$ cat config.mk
export PLATFORM = sky130hd
export DESIGN_NAME = rom_step_controller
export DESIGN_NICKNAME = d
export VERILOG_FILES = /design/src/rtl/rom_step_controller.sv
export SDC_FILE = /design/constraint.sdc
export NUM_CORES = 1
export LEC_CHECK = 0
export ABC_AREA = 1
export ABC_CLOCK_PERIOD_IN_PS = 1300
export BUFFER_PORTS_ARGS = -buffer_cell sky130_fd_sc_hd__buf_2
export CAP_MARGIN = 20
export CORE_ASPECT_RATIO = 0.6
export CORE_UTILIZATION = 31
export CTS_BUF_LIST = sky130_fd_sc_hd__clkbuf_8
export DETAILED_ROUTE_END_ITERATION = 7
export SLEW_MARGIN = 20
export SYNTH_ARGS = -nofsm -noshare
export SYNTH_HDL_FRONTEND = slang
export SYNTH_SLANG_ARGS = --single-unit
$ cat constraint.sdc
create_clock -name clk -period 1.3 [get_ports clk]
set_input_delay 0.065 -clock clk [delete_from_list [all_inputs] [get_ports clk]]
set_output_delay 0.065 -clock clk [all_outputs]
set_load 0.02 [all_outputs]
$ cat src/rtl/rom_step_controller.sv
// rom_step_controller: synchronous step sequencer for the ROM / 7-segment path.
// A debounced push-button (or the optional auto-run prescaler) issues step
// requests. Each step reads the ROM at rom_addr, waits ROM_LAT cycles, latches
// the word into data_out and advances rom_addr modulo 16.
// Optional feature macro: AUTO_RUN_EN (adds the auto-run prescaler on auto_run).
module rom_step_controller #(
    parameter int unsigned DB_LIMIT = 50000,
    parameter int unsigned ROM_LAT  = 2,
    parameter int unsigned DATA_W   = 8,
    parameter int unsigned AUTO_DIV = 25000000
) (
    input  logic              clk,
    input  logic              clr_n,
    input  logic              button,
    input  logic              auto_run,
    output logic [3:0]        rom_addr,
    output logic              rom_en,
    input  logic [DATA_W-1:0] rom_data,
    output logic [DATA_W-1:0] data_out,
    output logic              data_valid,
    output logic              at_start,
    output logic              busy
);

    localparam int unsigned ADDR_W = 4;
    localparam int unsigned DB_W   = $clog2(DB_LIMIT + 1);
    localparam int unsigned LAT_W  = (ROM_LAT > 1) ? $clog2(ROM_LAT) : 1;

    typedef enum logic [1:0] {
        S_IDLE  = 2'd0,
        S_FETCH = 2'd1,
        S_WAIT  = 2'd2
    } state_e;

    // Button conditioning state
    logic            sync1_q;
    logic            sync2_q;
    logic            db_q;
    logic            db_prev_q;
    logic [DB_W-1:0] db_cnt_q;
    logic            btn_step_c;
    logic            step_req_c;

    // Sequencer state
    state_e              state_q,    state_d;
    logic                pending_q,  pending_d;
    logic [LAT_W-1:0]    lat_q,      lat_d;
    logic [ADDR_W-1:0]   addr_q,     addr_d;
    logic [DATA_W-1:0]   data_q,     data_d;
    logic                valid_q,    valid_d;
    logic                rom_en_q,   rom_en_d;
    logic                busy_q,     busy_d;
    logic                at_start_q, at_start_d;

    // Synchronize the raw button and debounce it against a stable-run counter
    always_ff @(posedge clk) begin
        if (!clr_n) begin
            sync1_q   <= 1'b0;
            sync2_q   <= 1'b0;
            db_q      <= 1'b0;
            db_prev_q <= 1'b0;
            db_cnt_q  <= '0;
        end else begin
            sync1_q   <= button;
            sync2_q   <= sync1_q;
            db_prev_q <= db_q;
            if (sync2_q != db_q) begin
                if (db_cnt_q == DB_W'(DB_LIMIT)) begin
                    db_q     <= sync2_q;
                    db_cnt_q <= '0;
                end else begin
                    db_cnt_q <= db_cnt_q + DB_W'(1);
                end
            end else begin
                db_cnt_q <= '0;
            end
        end
    end

    // Only the rising edge of the debounced level is a step
    assign btn_step_c = db_q & ~db_prev_q;

`ifdef AUTO_RUN_EN
    localparam int unsigned PS_W = (AUTO_DIV > 1) ? $clog2(AUTO_DIV) : 1;

    logic [PS_W-1:0] ps_q;
    logic            auto_tick_c;

    assign auto_tick_c = auto_run && (ps_q == PS_W'(AUTO_DIV - 1));

    // Auto-run prescaler, held clear while auto_run is low
    always_ff @(posedge clk) begin
        if (!clr_n || !auto_run) begin
            ps_q <= '0;
        end else if (auto_tick_c) begin
            ps_q <= '0;
        end else begin
            ps_q <= ps_q + PS_W'(1);
        end
    end

    // Auto-run masks the button while selected
    assign step_req_c = auto_run ? auto_tick_c : btn_step_c;
`else
    logic unused_auto_run;

    assign unused_auto_run = auto_run ^ (AUTO_DIV == 0);
    assign step_req_c      = btn_step_c;
`endif

    // Next-state and registered-output logic for the fetch sequencer
    always_comb begin
        state_d    = state_q;
        pending_d  = pending_q;
        lat_d      = lat_q;
        addr_d     = addr_q;
        data_d     = data_q;
        valid_d    = 1'b0;
        rom_en_d   = 1'b0;
        busy_d     = busy_q;
        at_start_d = at_start_q;

        unique case (state_q)
            S_IDLE: begin
                if (step_req_c || pending_q) begin
                    state_d   = S_FETCH;
                    pending_d = 1'b0;
                    rom_en_d  = 1'b1;
                    busy_d    = 1'b1;
                end
            end
            S_FETCH: begin
                state_d = S_WAIT;
                lat_d   = '0;
                if (step_req_c) begin
                    pending_d = 1'b1;
                end
            end
            S_WAIT: begin
                if (step_req_c) begin
                    pending_d = 1'b1;
                end
                if (lat_q == LAT_W'(ROM_LAT - 1)) begin
                    state_d = S_IDLE;
                    data_d  = rom_data;
                    valid_d = 1'b1;
                    busy_d  = 1'b0;
                    addr_d  = addr_q + ADDR_W'(1);
                    if (addr_q == ADDR_W'(0)) begin
                        at_start_d = 1'b0;
                    end
                    if (addr_q == ADDR_W'(15)) begin
                        at_start_d = 1'b1;
                    end
                end else begin
                    lat_d = lat_q + LAT_W'(1);
                end
            end
            default: begin
                state_d = S_IDLE;
                busy_d  = 1'b0;
            end
        endcase
    end

    // Sequencer state register; reset aborts any fetch in flight
    always_ff @(posedge clk) begin
        if (!clr_n) begin
            state_q    <= S_IDLE;
            pending_q  <= 1'b0;
            lat_q      <= '0;
            addr_q     <= '0;
            data_q     <= '0;
            valid_q    <= 1'b0;
            rom_en_q   <= 1'b0;
            busy_q     <= 1'b0;
            at_start_q <= 1'b1;
        end else begin
            state_q    <= state_d;
            pending_q  <= pending_d;
            lat_q      <= lat_d;
            addr_q     <= addr_d;
            data_q     <= data_d;
            valid_q    <= valid_d;
            rom_en_q   <= rom_en_d;
            busy_q     <= busy_d;
            at_start_q <= at_start_d;
        end
    end

    assign rom_addr   = addr_q;
    assign rom_en     = rom_en_q;
    assign data_out   = data_q;
    assign data_valid = valid_q;
    assign at_start   = at_start_q;
    assign busy       = busy_q;

endmodule

**Yosys cells after proc, flatten, opt, wreduce, memory -nomap -nowiden**

Index checks and enable logic that the tools add are counted.

- Bits in registers: 40
- Input port bits: 12
- Output and inout bits: 16
- Word-level logic and storage cells: 61

- Add/sub/neg operators: 3
- Reductions and logical operators: 16
- Muxes and demuxes: 15
- Equality and inequality tests: 8
- Bitwise gates (word level): 5

Operators with widths:

| operator | number |
|---|---|
| adder 16 x 1 -> 16 bit, second input constant | 1 |
| == test 16 bit, second input constant | 1 |
| AND reduction 2 bit | 5 |
| two-way mux 1 bit | 9 |
| AND reduction 3 bit | 3 |
| case mux 2 bit (3 select lines) | 1 |
| nonzero test 2 bit | 3 |
| adder 4 x 1 -> 4 bit, second input constant | 1 |
| == test 4 bit, second input constant | 1 |
| logical NOT 4 bit | 1 |
| two-way mux 2 bit | 2 |
| != test 2 bit, second input constant | 2 |
| NOT 1 bit | 4 |
| case mux 1 bit (2 select lines) | 2 |
| case mux 1 bit (3 select lines) | 1 |
| OR reduction 3 bit | 1 |
| == test 2 x 1 -> 1 bit, second input constant | 1 |
| == test 2 bit, second input constant | 1 |
| logical NOT 2 bit | 1 |
| != test 2 x 1 -> 1 bit, second input constant | 1 |
| OR reduction 2 bit | 1 |
| adder 1 bit, second input constant | 1 |
| AND 1 bit | 1 |
| logical OR 1 bit | 1 |
| != test 1 bit | 1 |

**Depth between registers and ports, before layout**

Gate-level depths: netlist of run 1.

- Depth in word-level cells: 5
- Depth in mapped cells: 9
- Gate-level depth less buffers: 9

**Least setup slack after synthesis of run 1**

Ideal clock, no wire load.

- Path kind: reg-to-reg
- From: reg state_q[0]
- To: reg at_start_q (netlist: at_start)
- Setup time: 0.132 ns
- Arrival time: 1.150 ns
- Buffers on the path: 1
- Required time: 1.168 ns
- Stages on the path, launching flop included: 9
- Path slack: 0.018 ns
- Period minus slack after synthesis: 1.282 ns
- Cell sequence: dfxtp_1 > inv_1 > ha_1 > nand2_1 > inv_1 > buf_2 > nand3_1 > o21ai_0 > nand3_1

- Longest elaborated chain between the ends: 2

Ends and longest elaborated chain:

| item | line | RTL |
|---|---|---|
| start: declaration | 45 | `state_e state_q, state_d;` |
| start signal: assignment | 179 | `state_q <= state_d;` |
| == test 2 bit | 123 | `unique case (state_q)` |
| AND reduction 3 bit (no source line) | - |  |
| end signal: assignment | 187 | `at_start_q <= at_start_d;` |
| end: declaration | 53 | `logic at_start_q, at_start_d;` |

Every way passes these cells.
A chain may end at the register's enable or synchronous reset.

**Worst setup path after layout of run 1**

- From: reg db_cnt_q[1]
- To: reg db_cnt_q[7]

- Longest elaborated chain between the ends: 2
- Elaborated cells between the ends (all ways): 3
- Those cells by class: 1 x add/sub; 1 x eq/ne; 1 x reduce/logical

Ends and longest elaborated chain:

| item | line | RTL |
|---|---|---|
| start: declaration | 40 | `logic [DB_W-1:0] db_cnt_q;` |
| start signal: assignment | 72 | `db_cnt_q <= db_cnt_q + DB_W'(1);` |
| branches (longest 2 deep; another with adder 16 x 1 -> 16 bit) | - |  |

Parallel ways; which one is timed is not known.

==> results of run 1 <==
==> state kept, by name, summed over array words and instances (netlist names) <==
name,count
sync1_q,1
state_q,2
sync2_q,1
db_q,1
db_prev_q,1
at_start,1
rom_addr,4
data_valid,1
db_cnt_q,16
data_out,8
pending_q,1
rom_en,1
lat_q,1
busy,1
==> worst reg2reg max path, stage by stage, from the launching register on <==
cell and delay [ns]:
dfxtp_4 0.37, inv_4 0.06, ha_4 0.12, nand4_1 0.12, nor2_2 0.13, nand2_1 0.07
nand2_2 0.12, clkbuf_16 0.16, nor2_1 0.04
==> metrics by stage <==
| step | area, um2 | instances | util [%] | hold slack [ns] |
|---|---|---|---|---|
| final | 2414 | 382 | 42.92 | 0.02305 |
| after global routing | 2414 | 382 | 42.92 | 0.03147 |
| after CTS | 2248 | 378 | 39.99 | 0.01909 |
| after detailed placement | 2122 | 369 | 37.74 | 0.2566 |
| after global placement | 2122 | 369 | 37.74 | 0.2566 |
| after floorplan | 1817 | 256 | - | 0.1626 |
==> cell type report <==
class,instances,area (um2),share of cell area [%]
clock inverter,3,42.54,1.763
tap,80,100.1,4.147
multi-input combinational,175,957.2,39.66
sequential,40,810.8,33.59
inverter,36,140.1,5.806
timing repair buffer,43,294.0,12.18
clock buffer,5,68.82,2.851
==> placed cells by master (no fill, tap or decap), drive strengths merged, types with 2 or more instances in the layout <==
master and instances:
nor2 53, dfxtp 40, o21ai 13, xor2 3, a21oi 15, ha 8
inv 36, clkbuf 6, nand3 15, nand2 54, or2 2, buf 41
xnor2 3, nand4 6
==> timing repair <==
| action | 4_1_cts | 5_1_grt |
|---|---|---|
| endpoints found under the hold margin | 1 | 0 |
| setup endpoints to repair | 1 | 22 |
| setup buffers | 0 | 3 |
| gates resized for setup | 1 | 39 |
| hold buffers | 1 | 0 |
| cloned | 0 | 1 |
| pin swaps | 0 | 7 |
==> logic make-up (layout without fill, tap and decap cells) <==
family	Yosys count	after routing	share of synthesized area, %
AO/OA/AOI/OAI	30	30	8.747
adder cells (fa/ha/maj)	8	8	5.510
AND/OR/NAND/NOR	131	131	29.82
buffers and inverters	41	87	8.953
flip-flops	40	40	44.08
XOR/XNOR	6	6	2.893
==> report_power, final <==
part / total (W) / internal [W] / switching (W) / leakage (nW)
registers: 0.00137 / 0.00131 / 0.0000612 / 0.326
clock network: 0.00101 / 0.000568 / 0.000443 / 0.0541
logic: 0.000617 / 0.000261 / 0.000356 / 0.637
total: 0.00300 / 0.00214 / 0.000860 / 1.02
==> layer usage <==
metal	vias up	wire, um	GRT usage [%]
met5	-	0	0
met4	0	58	4.969
met3	6	222	3.519
met2	34	1529	17.22
met1	704	2155	19.24
li1	888	-	-
==> worst max-delay path by stage <==
| stage | slack, ns | cells past startpoint | from | to |
|---|---|---|---|---|
| floorplan | 0.02 | 8 | state_q[0] | at_start |
| global placement | 0.02 | 6 | db_cnt_q[0] | db_cnt_q[8] |
| detailed placement | -0.03 | 6 | db_cnt_q[1] | db_cnt_q[8] |
| CTS | 0.001 | 8 | db_cnt_q[0] | db_cnt_q[9] |
| global route | -0.07 | 8 | db_cnt_q[1] | db_cnt_q[7] |
| finish | 0.01 | 8 | db_cnt_q[1] | db_cnt_q[7] |
==> impl_metrics.ini, run 1 <==
[timing]
relSlewSlack_pct = 83.99
rsz0062_at_grt = yes
worst_pin_slew_ns = 0.2376
post-route-min-period_ns = 1.290
finalHoldViolations = 0
max_clock_freq_mhz = 775.1
timing.final.ws_setup_ns = 0.009798
finalSetupViolations = 0
fin_crit_sh_pct = 99.25
timing.setup.tns_ns = 0
slew_viol_final = 0
fin_worst_skew_ns = 0.005000

[grt]
globalRoute.totalOverflow = 0
antenna_found_initial = 0
grt_pass1_vias = 1311
track_usage_pct = 12.86
grt_pass1_wl_mm = 6.003
grt_max_degree = 23

[floorplanning]
start_util_pct = 32.31
coreArea_mm2 = 0.005623
dieHeight_um = 61.30
ios = 28
die_area_mm2 = 0.006181
placementRows = 21
die_w_um = 100.8

[worst_setup_path]
r2r_slack_ns = 0.01
crit_slowest_cell = dfxtp_4
path_class = reg -> reg
start_kind = flop
critPathMaxStageDelay_ns = 0.37
crit_chain = inv_4 > ha_4 > nand4_1 > nor2_2 > nand2_1 > nand2_2 > clkbuf_16 > nor2_1
crit_fanout = 7
crit_family = simple AND/OR/NAND/NOR gates
cp-end-kind = flop
reg2reg_depth = 8
r2r-start = db_cnt_q[1]
critical_path_required_ns = 1.49
arrival_ns = 1.48
reg2reg_to = db_cnt_q[7]
critPathBufInv = 2

[route]
drt_first_pass_iters = 6
via_per_inst = 4.272
post_drt_wl_per_cell_um = 10.38
postRouteAntennaNets = 0
first_iter_violations = 113
wirelength_mm = 3.965
drc = 2
vias = 1632

[pwr]
cellLeakagePower_nw = 1.017
ir_drop_mv = 0.5658
power_density_mw_per_mm2 = 1242
total_power_w = 0.002997

[logic_synthesis]
synth_top_area_share_pct = 44.08
ys_seq_area_share_pct = 44.08
yosys-top-cells-area = dfxtp_1, nand2_1, nor2_1
synth_commonest_cells = nand2_1, nor2_1, dfxtp_1, inv_1, nand3_1
synth-edff-count = 0
synthFlopType = dfxtp_1
synth_cell_types = 22
syn-cell-area_mm2 = 0.001817
synth_nets = 276
async_flop_share_pct = 0
synth_cells = 256
ys_warn_count = 0
ys_ff_latch = 40
syn_area_per_cell_um2 = 7.097
yosysMostFrequentCell = nand2_1
yosysTopAreaCell = dfxtp_1

[status]
outcome = complete, but fails checks
violations = DRC

[hold_path]
hold_path_depth = 3
hold-path-endpoint = data_out[0]
hold_start = rom_data[0]
hold_path.class = in -> reg

[layout]
final.fill_count = 573
synthToLayoutAreaGrowth_pct = 32.85
n_antenna_cell = 0
fin_nets = 321
drive_gt1_share_pct = 27.15

[run]
max_cap_violations = 0

[clock_network]
clk_latency_ns = 0.29
cts_made_buffers = 5
clkTransAtPathRegs_ns = 0.08
clock-sinks = 40
htree_levels = 2
root_buffer = clkbuf_8
cts_tree = yes
clock_path_buffers = 2

[placed_design]
port_buffers = 26
dp_slack_ns = -0.03182
place_hpwl_mm = 2.783
place_congestion = 0.8382
Power figures use the tool's default switching activity.
==> inputs of run 2 (changes only) <==
--- a/config.mk
+++ b/config.mk
@@ -13,6 +13,7 @@
 export CORE_UTILIZATION = 31
 export CTS_BUF_LIST = sky130_fd_sc_hd__clkbuf_8
 export DETAILED_ROUTE_END_ITERATION = 7
+export HOLD_SLACK_MARGIN = 0.06
 export SLEW_MARGIN = 20
 export SYNTH_ARGS = -nofsm -noshare
 export SYNTH_HDL_FRONTEND = slang
==> run 2 against run 1 <==
  * The flow finishes with violations (DRC, setup timing)
  * Sequential power is essentially flat
  * Count of clock-buffer cells in the layout is the same
  * Die area is the same
  * Via count grew 2.6%
  * First-iteration DRC count shrank 23%
  * Register-to-register slack lost 0.02 ns
  * Utilization grew 1.4 points
  * Largest cell class unchanged
  * Largest power group unchanged
  * Highest routed layer unchanged
==> impl_metrics.ini, run 2 (synthesized netlist as in run 1, its figures left out) <==
[timing]
relSlewSlack_pct = 83.99
worst_pin_slew_ns = 0.2376
timing.setup.tns_ns = -0.01522
slew_viol_final = 0
finalSetupViolations = 3
max_clock_freq_mhz = 763.7
fin_worst_skew_ns = 0.006850
finalHoldViolations = 0
rsz0062_at_grt = yes
post-route-min-period_ns = 1.309
fin_crit_sh_pct = 100.7
timing.final.ws_setup_ns = -0.009335

[run]
max_cap_violations = 0

[route]
post_drt_wl_per_cell_um = 10.96
postRouteAntennaNets = 0
wirelength_mm = 4.273
drt_first_pass_iters = 8
vias = 1674
first_iter_violations = 87
drc = 2
via_per_inst = 4.292

[floorplanning]
start_util_pct = 32.31
dieHeight_um = 61.30
ios = 28
die_area_mm2 = 0.006181
die_w_um = 100.8
coreArea_mm2 = 0.005623
placementRows = 21

[worst_setup_path]
r2r_slack_ns = -0.009
crit_chain = inv_4 > ha_4 > nand4_1 > nor2_2 > nand2_1 > nand2_2 > clkbuf_16 > nor2_1
r2r-start = db_cnt_q[1]
start_kind = flop
crit_fanout = 7
arrival_ns = 1.49
path_class = reg -> reg
reg2reg_to = db_cnt_q[10]
critical_path_required_ns = 1.48
critPathMaxStageDelay_ns = 0.37
reg2reg_depth = 8
critPathBufInv = 2
crit_slowest_cell = dfxtp_4
crit_family = simple AND/OR/NAND/NOR gates
cp-end-kind = flop

[grt]
grt_max_degree = 23
globalRoute.totalOverflow = 0
grt_pass1_wl_mm = 6.368
grt_pass1_vias = 1381
antenna_found_initial = 0
track_usage_pct = 13.74

[pwr]
clockPowerShare_pct = 33.5
pwr-share-comb_pct = 21.2
ir_drop_mv = 0.5817
p_sw_share_pct = 28.85
power_density_mw_per_mm2 = 1215
seqPwrFrac_pct = 45.3
switchingPower_w = 0.0008733
cellLeakagePower_nw = 1.050
p_int_w = 0.002153

[layout]
multi_input_area_um2 = 954.7
n_antenna_cell = 0
mostFrequentLayoutCell = nand2_1
regMostFlops = db_cnt_q
register_area_um2 = 810.8
fin_nets = 329
drive_gt1_share_pct = 26.13
largest_reg_flops = 16
final.fill_count = 565
synthToLayoutAreaGrowth_pct = 37.12
final_cell_mix = nand2_1, nor2_1, dfxtp_1, inv_1, buf_2
instances_no_fill = 390

[placed_design]
port_buffers = 26
placed_cells = 369
dp_slack_ns = -0.03182
place_hpwl_mm = 2.783
place_congestion = 0.8382

[clock_network]
clock_path_buffers = 2
root_buffer = clkbuf_8
clkTransAtPathRegs_ns = 0.08
cts_made_buffers = 5
clock-sinks = 40
cts_tree = yes
htree_levels = 2
clk_latency_ns = 0.29

[hold_path]
hold_path_depth = 5
hold-path-endpoint = db_cnt_q[9]
hold_start = clr_n
hold_path.class = in -> reg

[status]
outcome = complete, but fails checks
violations = DRC, setup timing
==> run 2: cell count changes in the layout (fill, tap and decap cells not counted), sizes merged <==
cell         delta
dlygate4sd3     +8
==> run 2: worst max-delay path by stage <==
stage | from | end | slack, ns | cells past startpoint
3_3_place_gp | db_cnt_q[0] | db_cnt_q[8] | 0.02 | 6
6_report | db_cnt_q[1] | db_cnt_q[10] | -0.009 | 8
3_5_place_dp | db_cnt_q[1] | db_cnt_q[8] | -0.03 | 6
5_1_grt | db_cnt_q[1] | db_cnt_q[10] | -0.06 | 8
2_1_floorplan | state_q[0] | at_start | 0.02 | 8
4_1_cts | db_cnt_q[0] | db_cnt_q[9] | 0.001 | 8
==> run 2: cell type report <==
cell class	instances	area share [%]
Sequential cell	40	32.55
Tap cell	80	4.018
Multi-Input combinational cell	175	38.32
Clock inverter	3	1.708
Clock buffer	5	2.762
Timing Repair Buffer	51	15.02
Inverter	36	5.625
==> run 2: per-stage QoR <==
step | cell area [um2] | total power, W | hold WS, ns | utilization (%)
final | 2491 | 0.003026 | 0.1719 | 44.30
after global routing | 2491 | 0.003221 | 0.1834 | 44.30
after detailed placement | 2122 | 0.001932 | 0.2566 | 37.74
after global placement | 2122 | 0.001934 | 0.2566 | 37.74
after floorplan | 1817 | 0.001757 | 0.1626 | -
after CTS | 2328 | 0.002972 | 0.1572 | 41.41
==> run 2: metal layers <==
layer  track usage (%)  vias to the layer above  share of wire, %  routed length [um]
li1                  -                      901                 -                   -
met1             19.59                      735                53                2269
met2             19.77                       32                41                1762
met3             3.519                        6               3.7                 160
met4             5.797                        0               1.9                  80
met5                 0                        -                 0                   0
==> run 2: what timing repair did <==
action	CTS	global route
setup endpoints to repair	1	22
hold buffers	9	0
hold endpoints to repair	9	0
pin swaps	0	7
gates resized for setup	1	38
buffers inserted	0	3
cloned	0	1
==> run 2: tightest hold or removal path: cells and delay by family <==
family          cells  cell delay, ns
simple gates        2            0.17
buf+inv             2            0.13
compound gates      1            0.05
==> run 2: power by group through the flow <==
stage | combinational, W | sequential (W) | clock (W)
after CTS | 0.000575 | 0.00135 | 0.00104
after global placement | 0.000552 | 0.00138 | 0
after detailed placement | 0.000549 | 0.00138 | 0
after floorplan | 0.000333 | 0.00142 | 0
after global routing | 0.000738 | 0.00138 | 0.00110
final | 0.000643 | 0.00137 | 0.00101
